<file path="src/rtl/pixel_stats_if.sv">
// Pixel stream bundle feeding the per-frame statistics engine.
// Carries one pixel per valid cycle plus an end-of-frame marker.
interface pixel_stats_if #(
  parameter int PIXEL_WIDTH = 8
);
  // No backpressure: a pixel transfers on every rising edge where pixel_valid is high.
  // in_last only has meaning on a cycle where pixel_valid is also high.
  logic                   pixel_valid;
  logic [PIXEL_WIDTH-1:0] pixel_data;
  logic                   in_last;

  modport master (output pixel_valid, output pixel_data, output in_last);
  modport slave  (input  pixel_valid, input  pixel_data, input  in_last);
endinterface

</file>
<file path="src/rtl/pixel_stats.sv">
// Per-frame pixel statistics: count, sum, min, max and above-threshold count,
// latched at frame end with a one-cycle done pulse; saturating accumulators.
module pixel_stats #(
  parameter int PIXEL_WIDTH  = 8,
  parameter int COUNT_WIDTH  = 32,
  parameter int SUM_WIDTH    = 40,
  parameter bit AUTO_RESTART = 1'b0
) (
  input  logic                   clk,
  input  logic                   rst_n,
  input  logic                   start,
  input  logic                   abort,
  pixel_stats_if.slave           pix,
  input  logic [PIXEL_WIDTH-1:0] threshold,
  output logic                   busy,
  output logic                   done,
  output logic [COUNT_WIDTH-1:0] total_pixels,
  output logic [SUM_WIDTH-1:0]   pixel_sum,
  output logic [PIXEL_WIDTH-1:0] pixel_min,
  output logic [PIXEL_WIDTH-1:0] pixel_max,
  output logic [COUNT_WIDTH-1:0] above_count,
  output logic                   overflow,
  output logic [1:0]             state_o
);

  typedef enum logic [1:0] {
    S_IDLE  = 2'd0,
    S_COUNT = 2'd1,
    S_DONE  = 2'd2
  } state_e;

  state_e                 state_q, state_d;
  logic [COUNT_WIDTH-1:0] cnt_q, cnt_d, above_q, above_d;
  logic [SUM_WIDTH-1:0]   sum_q, sum_d;
  logic [PIXEL_WIDTH-1:0] min_q, min_d, max_q, max_d, thr_q, thr_d;
  logic                   ovf_q, ovf_d;

  logic [COUNT_WIDTH-1:0] tot_q, tot_d, oabove_q, oabove_d;
  logic [SUM_WIDTH-1:0]   osum_q, osum_d;
  logic [PIXEL_WIDTH-1:0] omin_q, omin_d, omax_q, omax_d;
  logic                   oovf_q, oovf_d;
  logic                   done_q, done_d, busy_q;

  // Accumulator values as they would be after absorbing the current pixel.
  logic                   cnt_full, above_full, above_hit, sum_carry;
  logic [SUM_WIDTH:0]     sum_ext;
  logic [COUNT_WIDTH-1:0] cnt_add, above_add;
  logic [SUM_WIDTH-1:0]   sum_add;
  logic [PIXEL_WIDTH-1:0] min_add, max_add;
  logic                   ovf_add;

  assign cnt_full   = &cnt_q;
  assign above_full = &above_q;
  assign above_hit  = pix.pixel_data > thr_q;
  assign sum_ext    = {1'b0, sum_q} + {{(SUM_WIDTH + 1 - PIXEL_WIDTH){1'b0}}, pix.pixel_data};
  assign sum_carry  = sum_ext[SUM_WIDTH];
  assign cnt_add    = cnt_full ? cnt_q : cnt_q + COUNT_WIDTH'(1);
  assign above_add  = (above_hit && !above_full) ? above_q + COUNT_WIDTH'(1) : above_q;
  assign sum_add    = sum_carry ? {SUM_WIDTH{1'b1}} : sum_ext[SUM_WIDTH-1:0];
  assign min_add    = (pix.pixel_data < min_q) ? pix.pixel_data : min_q;
  assign max_add    = (pix.pixel_data > max_q) ? pix.pixel_data : max_q;
  assign ovf_add    = ovf_q | cnt_full | (above_hit & above_full) | sum_carry;

  always_comb begin
    state_d  = state_q;
    cnt_d    = cnt_q;
    sum_d    = sum_q;
    min_d    = min_q;
    max_d    = max_q;
    above_d  = above_q;
    ovf_d    = ovf_q;
    thr_d    = thr_q;
    tot_d    = tot_q;
    osum_d   = osum_q;
    omin_d   = omin_q;
    omax_d   = omax_q;
    oabove_d = oabove_q;
    oovf_d   = oovf_q;
    done_d   = 1'b0;

    unique case (state_q)
      S_IDLE: begin
        if (start) begin
          state_d = S_COUNT;
          cnt_d   = '0;
          sum_d   = '0;
          min_d   = '1;
          max_d   = '0;
          above_d = '0;
          ovf_d   = 1'b0;
          thr_d   = threshold;
        end
      end
      S_COUNT: begin
        if (abort) begin
          // Abort wins over a coincident pixel; published results stay untouched.
          state_d = S_IDLE;
          cnt_d   = '0;
          sum_d   = '0;
          min_d   = '1;
          max_d   = '0;
          above_d = '0;
          ovf_d   = 1'b0;
        end else if (pix.pixel_valid) begin
          cnt_d   = cnt_add;
          sum_d   = sum_add;
          min_d   = min_add;
          max_d   = max_add;
          above_d = above_add;
          ovf_d   = ovf_add;
          if (pix.in_last) begin
            tot_d    = cnt_add;
            osum_d   = sum_add;
            omin_d   = min_add;
            omax_d   = max_add;
            oabove_d = above_add;
            oovf_d   = ovf_add;
            done_d   = 1'b1;
            if (AUTO_RESTART) begin
              cnt_d   = '0;
              sum_d   = '0;
              min_d   = '1;
              max_d   = '0;
              above_d = '0;
              ovf_d   = 1'b0;
              thr_d   = threshold;
            end else begin
              state_d = S_DONE;
            end
          end
        end
      end
      S_DONE: begin
        if (!start) state_d = S_IDLE;
      end
      default: state_d = S_IDLE;
    endcase
  end

  always_ff @(posedge clk or negedge rst_n) begin
    if (!rst_n) begin
      state_q  <= S_IDLE;
      cnt_q    <= '0;
      sum_q    <= '0;
      min_q    <= '1;
      max_q    <= '0;
      above_q  <= '0;
      ovf_q    <= 1'b0;
      thr_q    <= '0;
      tot_q    <= '0;
      osum_q   <= '0;
      omin_q   <= '1;
      omax_q   <= '0;
      oabove_q <= '0;
      oovf_q   <= 1'b0;
      done_q   <= 1'b0;
      busy_q   <= 1'b0;
    end else begin
      state_q  <= state_d;
      cnt_q    <= cnt_d;
      sum_q    <= sum_d;
      min_q    <= min_d;
      max_q    <= max_d;
      above_q  <= above_d;
      ovf_q    <= ovf_d;
      thr_q    <= thr_d;
      tot_q    <= tot_d;
      osum_q   <= osum_d;
      omin_q   <= omin_d;
      omax_q   <= omax_d;
      oabove_q <= oabove_d;
      oovf_q   <= oovf_d;
      done_q   <= done_d;
      busy_q   <= (state_d == S_COUNT);
    end
  end

  assign busy         = busy_q;
  assign done         = done_q;
  assign total_pixels = tot_q;
  assign pixel_sum    = osum_q;
  assign pixel_min    = omin_q;
  assign pixel_max    = omax_q;
  assign above_count  = oabove_q;
  assign overflow     = oovf_q;
  assign state_o      = state_q;

endmodule

</file>
<file path="src/flat_wrapper.sv">
// flat-port wrapper written by rule: the top's interface ports become plain ports
module pixel_stats_flat 
#(
  parameter int PIXEL_WIDTH  = 8,
  parameter int COUNT_WIDTH  = 32,
  parameter int SUM_WIDTH    = 40,
  parameter bit AUTO_RESTART = 1'b0
)
  (clk, rst_n, start, abort, threshold, busy, done, total_pixels, pixel_sum, pixel_min, pixel_max, above_count, overflow, state_o, pix_pixel_valid, pix_pixel_data, pix_in_last);
  pixel_stats_if #(.PIXEL_WIDTH(PIXEL_WIDTH)) pix_i ();
  input  logic clk;
  input  logic rst_n;
  input  logic start;
  input  logic abort;
  input  logic [PIXEL_WIDTH-1:0] threshold;
  output logic busy;
  output logic done;
  output logic [COUNT_WIDTH-1:0] total_pixels;
  output logic [SUM_WIDTH-1:0] pixel_sum;
  output logic [PIXEL_WIDTH-1:0] pixel_min;
  output logic [PIXEL_WIDTH-1:0] pixel_max;
  output logic [COUNT_WIDTH-1:0] above_count;
  output logic overflow;
  output logic [1:0] state_o;
  input wire logic [$bits(pix_i.pixel_valid)-1:0] pix_pixel_valid;
  input wire logic [$bits(pix_i.pixel_data)-1:0] pix_pixel_data;
  input wire logic [$bits(pix_i.in_last)-1:0] pix_in_last;
  assign pix_i.pixel_valid = pix_pixel_valid;
  assign pix_i.pixel_data = pix_pixel_data;
  assign pix_i.in_last = pix_in_last;
  pixel_stats #(.PIXEL_WIDTH(PIXEL_WIDTH), .COUNT_WIDTH(COUNT_WIDTH), .SUM_WIDTH(SUM_WIDTH), .AUTO_RESTART(AUTO_RESTART)) u_core (.clk(clk), .rst_n(rst_n), .start(start), .abort(abort), .pix(pix_i), .threshold(threshold), .busy(busy), .done(done), .total_pixels(total_pixels), .pixel_sum(pixel_sum), .pixel_min(pixel_min), .pixel_max(pixel_max), .above_count(above_count), .overflow(overflow), .state_o(state_o));
endmodule
</file>
<file path="config.mk">
export PLATFORM = sky130hd
export DESIGN_NAME = pixel_stats_flat
export DESIGN_NICKNAME = d
export VERILOG_FILES = /design/src/rtl/pixel_stats_if.sv /design/src/rtl/pixel_stats.sv /design/src/flat_wrapper.sv
export SDC_FILE = /design/constraint.sdc
export NUM_CORES = 1
export LEC_CHECK = 0
export ABC_AREA = 0
export CAP_MARGIN = 20
export CORE_AREA = 2 2 157 197
export DETAILED_ROUTE_END_ITERATION = 12
export DIE_AREA = 0 0 159 199
export PLACE_DENSITY = 0.71
export SYNTH_ARGS = -nofsm -noshare
export SYNTH_HDL_FRONTEND = slang
export SYNTH_SLANG_ARGS = --single-unit
</file>
<file path="constraint.sdc">
create_clock -name clk -period 2.4 [get_ports clk]
set_input_delay 0.6 -clock clk [delete_from_list [all_inputs] [get_ports clk]]
set_output_delay 0.6 -clock clk [all_outputs]
set_load 0.01 [all_outputs]
</file>
==> results.py <==
metrics = {
    "clock_network": {
        "cts_tree": "yes",
        "clock-sinks": 254,
        "cts_buffers": 27,
        "clkTransAtPathRegs_ns": 0.06,
        "cts-root-buf": "clkbuf_16",
        "clock_path_buffers": 3,
        "clkLatencyLatePin_ns": 0.53,
        "cts_max_level": 1,
    },
    "synthesis": {
        "ys_top_cells_by_count": "dfrtp_1 (238), nand2_1 (194), o21ai_0 (178), nor2_1 (86), a21oi_1 (76)",
        "mappedNetlistArea_mm2": 0.0136,
        "ys_types": 81,
        "synth_area_leaders": "dfrtp_1 (44%), o21ai_0 (6.6%), nand2_1 (5.4%), xnor2_1 (3.2%), dfstp_2 (3.1%)",
        "ys_warn_count": 0,
        "synth_top_area_share_pct": 43.9,
        "syn-mean-instance-area_um2": 9.22,
        "synth_flop_cell": "dfrtp_1",
        "yosys.area.top_type": "dfrtp_1",
        "synthCells": 1470,
        "synth-edff-count": 0,
        "seq_area_frac_synth_pct": 47.1,
        "synth_seq_cells": 254,
        "synthArstFlopShare_pct": 100,
        "yosysMostFrequentCell": "dfrtp_1",
        "syn_nets": 1526,
    },
    "setup_path": {
        "critPathArrivalTime_ns": 2.86,
        "cp.required_ns": 2.82,
        "path_max_fanout": 6,
        "setup.worst_path.end_class": "flop",
        "start_kind": "input pin",
        "r2r_slack_ns": -0.04,
        "criticalPathCategory": "input pin to flop",
    },
    "grt": {
        "grt_pass1_wl_um": 62300,
        "antenna_found_initial": 0,
        "grt_max_degree": 68,
        "overflow": 0,
        "grt_pass1_vias": 12300,
        "grt.total_usage_pct": 23.9,
    },
    "timing": {
        "finalHoldViolCount": 0,
        "tns_ns": -0.161,
        "period_share_pct": 102,
        "finalSetupViolCount": 7,
        "max-slew-margin-rel_pct": 53.8,
        "fin_crit_ns": 2.44,
        "worst_slack_ns": -0.0374,
        "fmax_mhz": 410,
        "slew_viol_final": 0,
        "hold_slack_ns": 0.474,
        "tightest_slew_ns": 0.688,
        "rsz0062_at_grt": "yes",
        "clock_skew_ns": 0.0121,
    },
    "placement": {
        "io_buffers": 146,
        "postPlaceCellArea_mm2": 0.0167,
        "dp_hpwl_um": 26000,
        "place.gp.congestion": 0.853,
    },
    "route": {
        "drt_wl_total_um": 39100,
        "post-route-drc-count": 0,
        "drt-vias-per-instance": 5.75,
        "dr.pass1.iters": 5,
        "wl_per_cell_um": 18.1,
        "antenna_left": 0,
        "dr.first_iter.drc_count": 764,
        "vias": 12400,
    },
    "final_layout": {
        "finalNetCount": 1789,
        "fin_area_mm2": 0.0184,
        "n_antenna_cell": 0,
        "drive_above_1_share_pct": 21.8,
        "syn_to_final_growth_pct": 36.1,
        "fin_util_pct": 61.8,
    },
    "power_and_ir_drop": {
        "leakage_nw": 7.81,
        "cellPowerDensity_mw_per_mm2": 699,
        "ir_drop_uv": 525,
    },
    "floorplan": {
        "die_h_um": 199,
        "die_x_um": 159,
        "start_util_pct": 45.4,
        "io_pins": 147,
        "num_rows": 71,
        "die_area_mm2": 0.0316,
        "core_mm2": 0.0298,
    },
    "run_status": {
        "violations": "negative setup slack",
        "status": "complete, but fails checks",
    },
    "min_path": {
        "hold_class": "flop to flop",
    },
    "run": {
        "maxCapViolations": 0,
    },
}
## cell usage in the layout, fill, tap and decap left out, types with 14 or more instances in the layout
cell	instances
dfrtp_1	236
nand2_1	186
o21ai_0	159
buf_4	149
clkdlybuf4s50_1	137
nor2_1	75
a21oi_1	66
a31oi_1	48
inv_1	47
xnor2_1	46
nand3_1	39
xor2_1	35
o21ai_1	32
o31ai_1	29
clkbuf_16	27
ha_1	26
and3_1	22
a22o_1	22
buf_12	22
nand4_1	21
dfstp_2	16
a21o_1	14
## layout make-up
type / count / area (um^2)
multi-input combinational: 1076 / 7290
clock inverter: 11 / 210
timing repair buffer: 326 / 3120
sequential: 254 / 6380
clock buffer: 38 / 757
fill: 2480 / 11400
inverter: 48 / 180
tap: 401 / 502
## logic make-up (layout without fill, tap and decap cells)
group | count (synthesis) | after routing | synth area share [%]
compound gates | 456 | 456 | 20.8
xor+xnor | 87 | 87 | 5.62
fa+ha+maj | 34 | 34 | 3.19
buf+inv | 141 | 423 | 4.36
flops | 254 | 254 | 47.1
mux | 10 | 10 | 0.748
simple gates | 488 | 489 | 18.2
## per-layer routing
| metal | global-route usage (%) | share of wire (%) | vias up |
|---|---|---|---|
| li1 | - | - | 5835 |
| met1 | 29.9 | 41 | 6088 |
| met2 | 42.7 | 50 | 376 |
| met3 | 3.15 | 5.2 | 81 |
| met4 | 8.11 | 3.0 | 0 |
| met5 | 0 | 0 | - |
## report_power, final
group	internal (mW)	leakage, nW	switching (mW)
registers	4.81	3.38	0.311
logic	1.57	3.96	1.61
clock network	2.84	0.467	1.75
total	9.21	7.81	3.67
## flip-flops by register name (all words and copies together) (netlist names), 32 cells and up
name and count:
u_core.total_pixels 32, u_core.above_count 32, u_core.sum_q 40, u_core.pixel_sum 40
u_core.above_q 32, u_core.cnt_q 32
## stage by stage
stage / total power [mW] / cells / setup slack, ns
floorplan: 6.44 / 1470 / -0.122
global placement: 8.07 / 2081 / -0.929
detailed placement: 8.14 / 2081 / -1.06
CTS: 12.8 / 2144 / -0.0376
global route: 13.5 / 2154 / -0.130
finish: 12.9 / 2154 / -0.0374
## repair_timing
| action | 4_1_cts | 5_1_grt |
|---|---|---|
| resized for setup | 36 | 118 |
| hold buffers | 1 | 0 |
| endpoints found under the hold margin | 36 | 0 |
| setup endpoints to repair | 157 | 145 |
| pin swaps | 17 | 39 |
| cloned | 1 | 1 |
| setup buffers | 12 | 11 |
## worst max-delay path, cell delays in order
cell,delay [ns]
dlygate4sd2_1,0.32
ha_4,0.33
nand2_4,0.07
nor3b_4,0.27
o2111ai_4,0.20
buf_6,0.17
a211oi_4,0.36
and2_4,0.23
o21ai_1,0.06
a22o_1,0.23
## final timing paths
check	from	to	cells past startpoint
worst min-delay path	u_core.above_count[10]	u_core.above_count[10]	2
min in group asynchronous	rst_n	u_core.total_pixels[13]	2
worst min register to register	u_core.above_count[10]	u_core.above_count[10]	2
worst max register to register	u_core.sum_q[3]	u_core.sum_q[25]	9
max in group asynchronous	rst_n	u_core.pixel_min[3]	3
worst max-delay path	pix_pixel_data[3]	u_core.sum_q[25]	10
(Power assumes the default switching activity.)
